[src/rtl/tlc_pkg.sv]
// Shared definitions for the demand-actuated intersection scheduler:
// lamp encodings, approach codes and controller phase codes.
package tlc_pkg;

  localparam logic [2:0] LIGHT_RED    = 3'b100;
  localparam logic [2:0] LIGHT_YELLOW = 3'b010;
  localparam logic [2:0] LIGHT_GREEN  = 3'b001;

  localparam logic [1:0] DIR_N = 2'd0;
  localparam logic [1:0] DIR_E = 2'd1;
  localparam logic [1:0] DIR_S = 2'd2;
  localparam logic [1:0] DIR_W = 2'd3;

  typedef enum logic [1:0] {
    PH_ALLRED = 2'd0,
    PH_GREEN  = 2'd1,
    PH_YELLOW = 2'd2
  } phase_e;

  function automatic logic [3:0] dir_onehot(input logic [1:0] d);
    return 4'b0001 << d;
  endfunction

endpackage

[src/rtl/tlc_rr_pick.sv]
// Rotating-priority picker: first set request bit searching last+1, last+2,
// last+3, last (mod 4). grant_dir holds last when nothing is requested.
module tlc_rr_pick
  import tlc_pkg::*;
(
  input  logic [3:0] req,
  input  logic [1:0] last,
  output logic [1:0] grant_dir,
  output logic       any
);

  logic [1:0] w_cand [4];
  logic [3:0] w_hit;

  // Candidate gi is the approach gi+1 steps after last; step 4 wraps to last.
  generate
    for (genvar gi = 0; gi < 4; gi++) begin : g_cand
      assign w_cand[gi] = last + 2'(gi + 1);
      assign w_hit[gi]  = req[w_cand[gi]];
    end
  endgenerate

  always_comb begin
    grant_dir = last;
    if (w_hit[0])
      grant_dir = w_cand[0];
    else if (w_hit[1])
      grant_dir = w_cand[1];
    else if (w_hit[2])
      grant_dir = w_cand[2];
    else if (w_hit[3])
      grant_dir = w_cand[3];
  end

  assign any = |req;

endmodule

[src/rtl/tlc_phase_scheduler.sv]
// Demand-actuated four-approach phase scheduler: latches car/ped requests,
// serves one approach at a time with min/max green, clearance, walk and pre-emption.
module tlc_phase_scheduler
  import tlc_pkg::*;
#(
  parameter int GREEN_MIN = 4,
  parameter int GREEN_MAX = 10,
  parameter int YELLOW_T  = 3,
  parameter int ALLRED_T  = 2,
  parameter int WALK_T    = 3
) (
  input  logic       clk,
  input  logic       rst,
  input  logic [3:0] car_req,
  input  logic [3:0] ped_req,
  input  logic       emerg_req,
  input  logic [1:0] emerg_dir,
  output logic [2:0] north_light,
  output logic [2:0] east_light,
  output logic [2:0] south_light,
  output logic [2:0] west_light,
  output logic [3:0] ped_walk,
  output logic [1:0] phase,
  output logic [1:0] active_dir
);

  localparam logic [7:0] C_GMIN_LAST   = 8'(GREEN_MIN - 1);
  localparam logic [7:0] C_GMAX_LAST   = 8'(GREEN_MAX - 1);
  localparam logic [7:0] C_YELLOW_LAST = 8'(YELLOW_T - 1);
  localparam logic [7:0] C_ALLRED_LAST = 8'(ALLRED_T - 1);
  localparam logic [7:0] C_WALK        = 8'(WALK_T);

  phase_e     r_phase,   w_phase_next;
  logic [1:0] r_dir,     w_dir_next;
  logic [7:0] r_cnt,     w_cnt_next;
  logic [3:0] r_pending, w_pending_next;
  logic [3:0] r_ped_flag, w_ped_flag_next;
  logic       r_walk,    w_walk_next;

  logic [3:0] w_dir_mask;
  logic [3:0] w_req_mask;
  logic [3:0] w_pending_lat;
  logic [3:0] w_ped_lat;
  logic [3:0] w_others;
  logic [1:0] w_rr_dir;
  logic       w_rr_any;
  logic       w_gap_out;
  logic       w_max_out;

  // The approach holding green never latches its own requests.
  assign w_dir_mask    = dir_onehot(r_dir);
  assign w_req_mask    = (r_phase == PH_GREEN) ? ~w_dir_mask : 4'hF;
  assign w_pending_lat = r_pending | ((car_req | ped_req) & w_req_mask);
  assign w_ped_lat     = r_ped_flag | (ped_req & w_req_mask);
  assign w_others      = r_pending & ~w_dir_mask;

  assign w_gap_out = (r_cnt >= C_GMIN_LAST) && (w_others != 4'd0) && !car_req[r_dir];
  assign w_max_out = (r_cnt == C_GMAX_LAST) && (w_others != 4'd0);

  tlc_rr_pick u_pick (
    .req       (r_pending),
    .last      (r_dir),
    .grant_dir (w_rr_dir),
    .any       (w_rr_any)
  );

  always_ff @(posedge clk or posedge rst) begin
    if (rst) begin
      r_phase    <= PH_ALLRED;
      r_dir      <= DIR_W;
      r_cnt      <= 8'd0;
      r_pending  <= 4'd0;
      r_ped_flag <= 4'd0;
      r_walk     <= 1'b0;
    end else begin
      r_phase    <= w_phase_next;
      r_dir      <= w_dir_next;
      r_cnt      <= w_cnt_next;
      r_pending  <= w_pending_next;
      r_ped_flag <= w_ped_flag_next;
      r_walk     <= w_walk_next;
    end
  end

  always_comb begin
    w_phase_next    = r_phase;
    w_dir_next      = r_dir;
    w_cnt_next      = r_cnt;
    w_pending_next  = w_pending_lat;
    w_ped_flag_next = w_ped_lat;
    w_walk_next     = r_walk;
    case (r_phase)
      PH_ALLRED: begin
        if (r_cnt != C_ALLRED_LAST) begin
          w_cnt_next = r_cnt + 8'd1;
        end else if (emerg_req) begin
          // Emergency grants leave the ped flag set for the next normal service.
          w_phase_next   = PH_GREEN;
          w_dir_next     = emerg_dir;
          w_cnt_next     = 8'd0;
          w_pending_next = w_pending_lat & ~dir_onehot(emerg_dir);
          w_walk_next    = 1'b0;
        end else if (w_rr_any) begin
          w_phase_next    = PH_GREEN;
          w_dir_next      = w_rr_dir;
          w_cnt_next      = 8'd0;
          w_pending_next  = w_pending_lat & ~dir_onehot(w_rr_dir);
          w_walk_next     = w_ped_lat[w_rr_dir];
          w_ped_flag_next = w_ped_lat & ~dir_onehot(w_rr_dir);
        end
      end
      PH_GREEN: begin
        if (r_cnt != C_GMAX_LAST)
          w_cnt_next = r_cnt + 8'd1;
        if (emerg_req && (emerg_dir != r_dir)) begin
          w_phase_next = PH_YELLOW;
          w_cnt_next   = 8'd0;
        end else if (!emerg_req && (w_gap_out || w_max_out)) begin
          w_phase_next = PH_YELLOW;
          w_cnt_next   = 8'd0;
        end
      end
      PH_YELLOW: begin
        if (r_cnt == C_YELLOW_LAST) begin
          w_phase_next = PH_ALLRED;
          w_cnt_next   = 8'd0;
        end else begin
          w_cnt_next = r_cnt + 8'd1;
        end
      end
      default: begin
        w_phase_next = PH_ALLRED;
        w_cnt_next   = 8'd0;
      end
    endcase
  end

  logic [2:0] w_active_lamp;
  logic       w_walk_on;
  logic [2:0] w_lamp [4];

  always_comb begin
    w_active_lamp = LIGHT_RED;
    w_walk_on     = 1'b0;
    case (r_phase)
      PH_GREEN: begin
        w_active_lamp = LIGHT_GREEN;
        w_walk_on     = r_walk && (r_cnt < C_WALK);
      end
      PH_YELLOW: w_active_lamp = LIGHT_YELLOW;
      default:   w_active_lamp = LIGHT_RED;
    endcase
  end

  generate
    for (genvar gi = 0; gi < 4; gi++) begin : g_lamp
      assign w_lamp[gi]   = (r_dir == 2'(gi)) ? w_active_lamp : LIGHT_RED;
      assign ped_walk[gi] = (r_dir == 2'(gi)) && w_walk_on;
    end
  endgenerate

  assign north_light = w_lamp[DIR_N];
  assign east_light  = w_lamp[DIR_E];
  assign south_light = w_lamp[DIR_S];
  assign west_light  = w_lamp[DIR_W];
  assign phase       = r_phase;
  assign active_dir  = r_dir;

endmodule

[config.mk]
export PLATFORM = sky130hd
export DESIGN_NAME = tlc_phase_scheduler
export DESIGN_NICKNAME = d
export VERILOG_FILES = /design/src/rtl/tlc_pkg.sv /design/src/rtl/tlc_rr_pick.sv /design/src/rtl/tlc_phase_scheduler.sv
export SDC_FILE = /design/constraint.sdc
export NUM_CORES = 1
export LEC_CHECK = 0
export ABC_CLOCK_PERIOD_IN_PS = 6600
export CORE_MARGIN = 8
export CORE_UTILIZATION = 55
export DETAILED_ROUTE_END_ITERATION = 16
export PLACE_DENSITY = 0.84
export SYNTH_ARGS = -nofsm -noshare
export SYNTH_HDL_FRONTEND = slang
export SYNTH_SLANG_ARGS = --single-unit
[constraint.sdc]
create_clock -name clk -period 6.6 [get_ports clk]
set_clock_uncertainty 0.15 [all_clocks]
set_input_delay 0.99 -clock clk [delete_from_list [all_inputs] [get_ports clk]]
set_output_delay 0.99 -clock clk [all_outputs]
set_load 0.02 [all_outputs]
==> metrics.txt <==
final worst path period share=0.532; power share of the clock group=0.080; # rows=20; Crit path buffers/inverters=3; post-cts sizing count=0; I/O Pins=33; Nets=255; post-synth top area share=0.278; unrepaired setup endpoints after global routing=false; Post-synth top cells=19 x dfrtp_1, 19 x inv_1, 18 x a21oi_1; CTS buffer count=3; Startpoint Class=register; crit path cell chain=inv_1, ha_1, inv_1, nor3_1, and2_1, clkdlybuf4s50_1; Die Y=71.7 µm; crit end category=primary output; gr ovfl total=0; M2 GR Usage=0.250; number of stages on the worst hold path=2; P_int=0.000428 W; fmax=285 MHz; CTS hold repair buffers=0; WHS Endpoint=r_ped_flag[1]$_DFF_PP0_; net switching power=0.000390 W; final hold vios=0; Routed WL=4100 µm; GP Congestion=0.925; pre-CTS setup slack=3.46 ns; final worst slack=3.09 ns; fin crit period=3.51 ns; PD cells=396 mW/mm²; Root Driver=clkbuf_4; number of remaining DRC errors=0; CP Max Fanout=6; met3 GRT Util=0.0279; Required @ worst endpoint=5.46 ns; CP delay by family, top=buffers and inverters; MaxCap Viol Count=0; Skew-Pair Late Insertion Delay=0.32 ns; initial core utilization=0.569; fillers=239; ys flop type=dfrtp_1; Yosys cell types=51; Final Max Tran Viols=0; count of input and output buffers=32; H-tree depth=1; WL/cell=15.6 µm; Async S/R FF share, synth=1.00; Detail Placement HPWL=3240 µm; Final setup violation count=0; Synth area leaders=dfrtp_1 28%, ha_1 8.8%, a21oi_1 5.3%; Total GRT Usage=0.164; FF-to-FF setup slack=3.58 ns; initial antenna violation count=0; Seq/Total Area, Yosys=0.309; post-route setup TNS=0 ns; Comb power frac=0.639; outcome=finished clean; via count=1554; post-synth top area cell=dfrtp_1; worst r2r dst=r_walk$_DFFE_PP0P_; core area=0.00300 mm²; worst vdd ir=0.236 mV; Reg2Reg Depth=7; Rel. slew slack=0.402; Synth Register Bits=21; antenna-violating nets left=0; clk sink count=21; critical path's largest stage delay=0.60 ns; Top Usage Layer GRT=met2; first-pass GRT wire length=6930 µm; syn_nets=224; Worst Hold Launch=r_ped_flag[1]$_DFF_PP0_; TritonCTS clock tree=yes; Crit Path Class=reg -> out; CP max-delay cell=clkdlybuf4s50_1; Post-CTS Setup Repair Bufs=0; 1st-pass router iterations=4; met1 usage in global routing=0.220; cell mode on critical path=inv_1; Max Buffers Root-to-Sink=2; layout overhead on the synthesized area=20.9%; worst reg2reg path startpoint=active_dir[1]$_DFFE_PP1P_; worst path arrival time=2.37 ns; post-DR vias/cell=5.93; sequential share of power=0.281; clock-pin slew on the worst setup and hold paths=0.12 ns; static leakage=0.894 nW; sw frac=0.477; # diodes=0; largest net degree at the start of global routing=22; EDFF count, synth=0; Synth Instances=199; Die Width=71.7 µm; vias in the first global route=1459; mapped cell area=0.00171 mm²; syn_area_per_cell=8.59 µm²; ratio of cells with drive above 1 in the final layout=0.0961; HP Class=reg -> reg; Worst Tran Pin Value=0.889 ns; DR iter-0 viols=78; Die ar.=0.00515 mm²; Yosys warning total=0
## power groups by stage
stage | Clock [W] | Combinational, W | Sequential, W
after floorplan | 0 | 0.000392 | 0.000212
after global placement | 0 | 0.000514 | 0.000231
after detailed placement | 0 | 0.000521 | 0.000231
after CTS | 0.0000664 | 0.000523 | 0.000228
after global routing | 0.0000736 | 0.000579 | 0.000237
final | 0.0000654 | 0.000523 | 0.000230
## routing by layer
layer	vias up	part of all wire
met2	51	0.46
met4	0	0.018
met3	7	0.065
li1	767	-
met1	729	0.46
met5	-	0
## logic make-up after synthesis
| family | synth area share |
|---|---|
| buf+inv | 0.0600 |
| compound gates | 0.226 |
| fa+ha+maj | 0.0878 |
| mux | 0.0512 |
| xor+xnor | 0.0359 |
| simple gates | 0.230 |
| flops | 0.309 |
## how the worst max path moves through the flow
stage | slack (ns) | from | end | cells after the start
final | 3.09 | phase[1]$_DFFE_PP0P_ | ped_walk[1] | 6
after global placement | 3.50 | phase[1]$_DFFE_PP0P_ | ped_walk[1] | 6
after detailed placement | 3.46 | emerg_req | r_walk$_DFFE_PP0P_ | 6
after global routing | 2.90 | phase[1]$_DFFE_PP0P_ | ped_walk[1] | 6
after floorplan | 3.53 | active_dir[0]$_DFFE_PP1P_ | r_walk$_DFFE_PP0P_ | 9
after CTS | 3.09 | phase[1]$_DFFE_PP0P_ | ped_walk[2] | 6
## flip-flops by register name, indices dropped and copies added, names as in the netlist
register and cells:
active_dir 2, r_cnt 8, r_pending 4, r_ped_flag 4, r_walk 1, phase 2
## tightest hold or removal path: stages, from the launching register on
cell and delay, ns:
dfrtp_1 0.34, a21oi_1 0.05, nor2_1 0.08
## cell type report
class	count	area, µm²	share of cell area
Inverter	19	71.3	0.0345
Clock inverter	1	5.00	0.00242
Clock buffer	3	22.5	0.0109
Tap cell	33	41.3	0.0200
Timing Repair Buffer	32	320	0.155
Multi-Input combinational cell	153	1080	0.522
Sequential cell	21	528	0.255
## layout by cell type (no fill, tap or decap), types with 7 or more instances in the layout
master           Yosys  final
nand2b_1             7      7
dfrtp_1             19     19
and2_1               9      9
nand2_1             17     17
ha_1                12     12
inv_1               19     19
a21oi_1             18     18
clkdlybuf4s50_1      0     32
nor2_1              16     16
## through the flow
step	hold slack [ns]	util	instances	power, W	area [µm²]
2_1_floorplan	0.297	-	199	0.000604	1710
3_3_place_gp	0.322	0.679	258	0.000745	2040
5_1_grt	0.393	0.688	262	0.000889	2070
6_report	0.357	0.688	262	0.000818	2070
4_1_cts	0.363	0.688	262	0.000818	2070
3_5_place_dp	0.334	0.679	258	0.000752	2040
No activity file was read; power rests on OpenSTA's default activity.
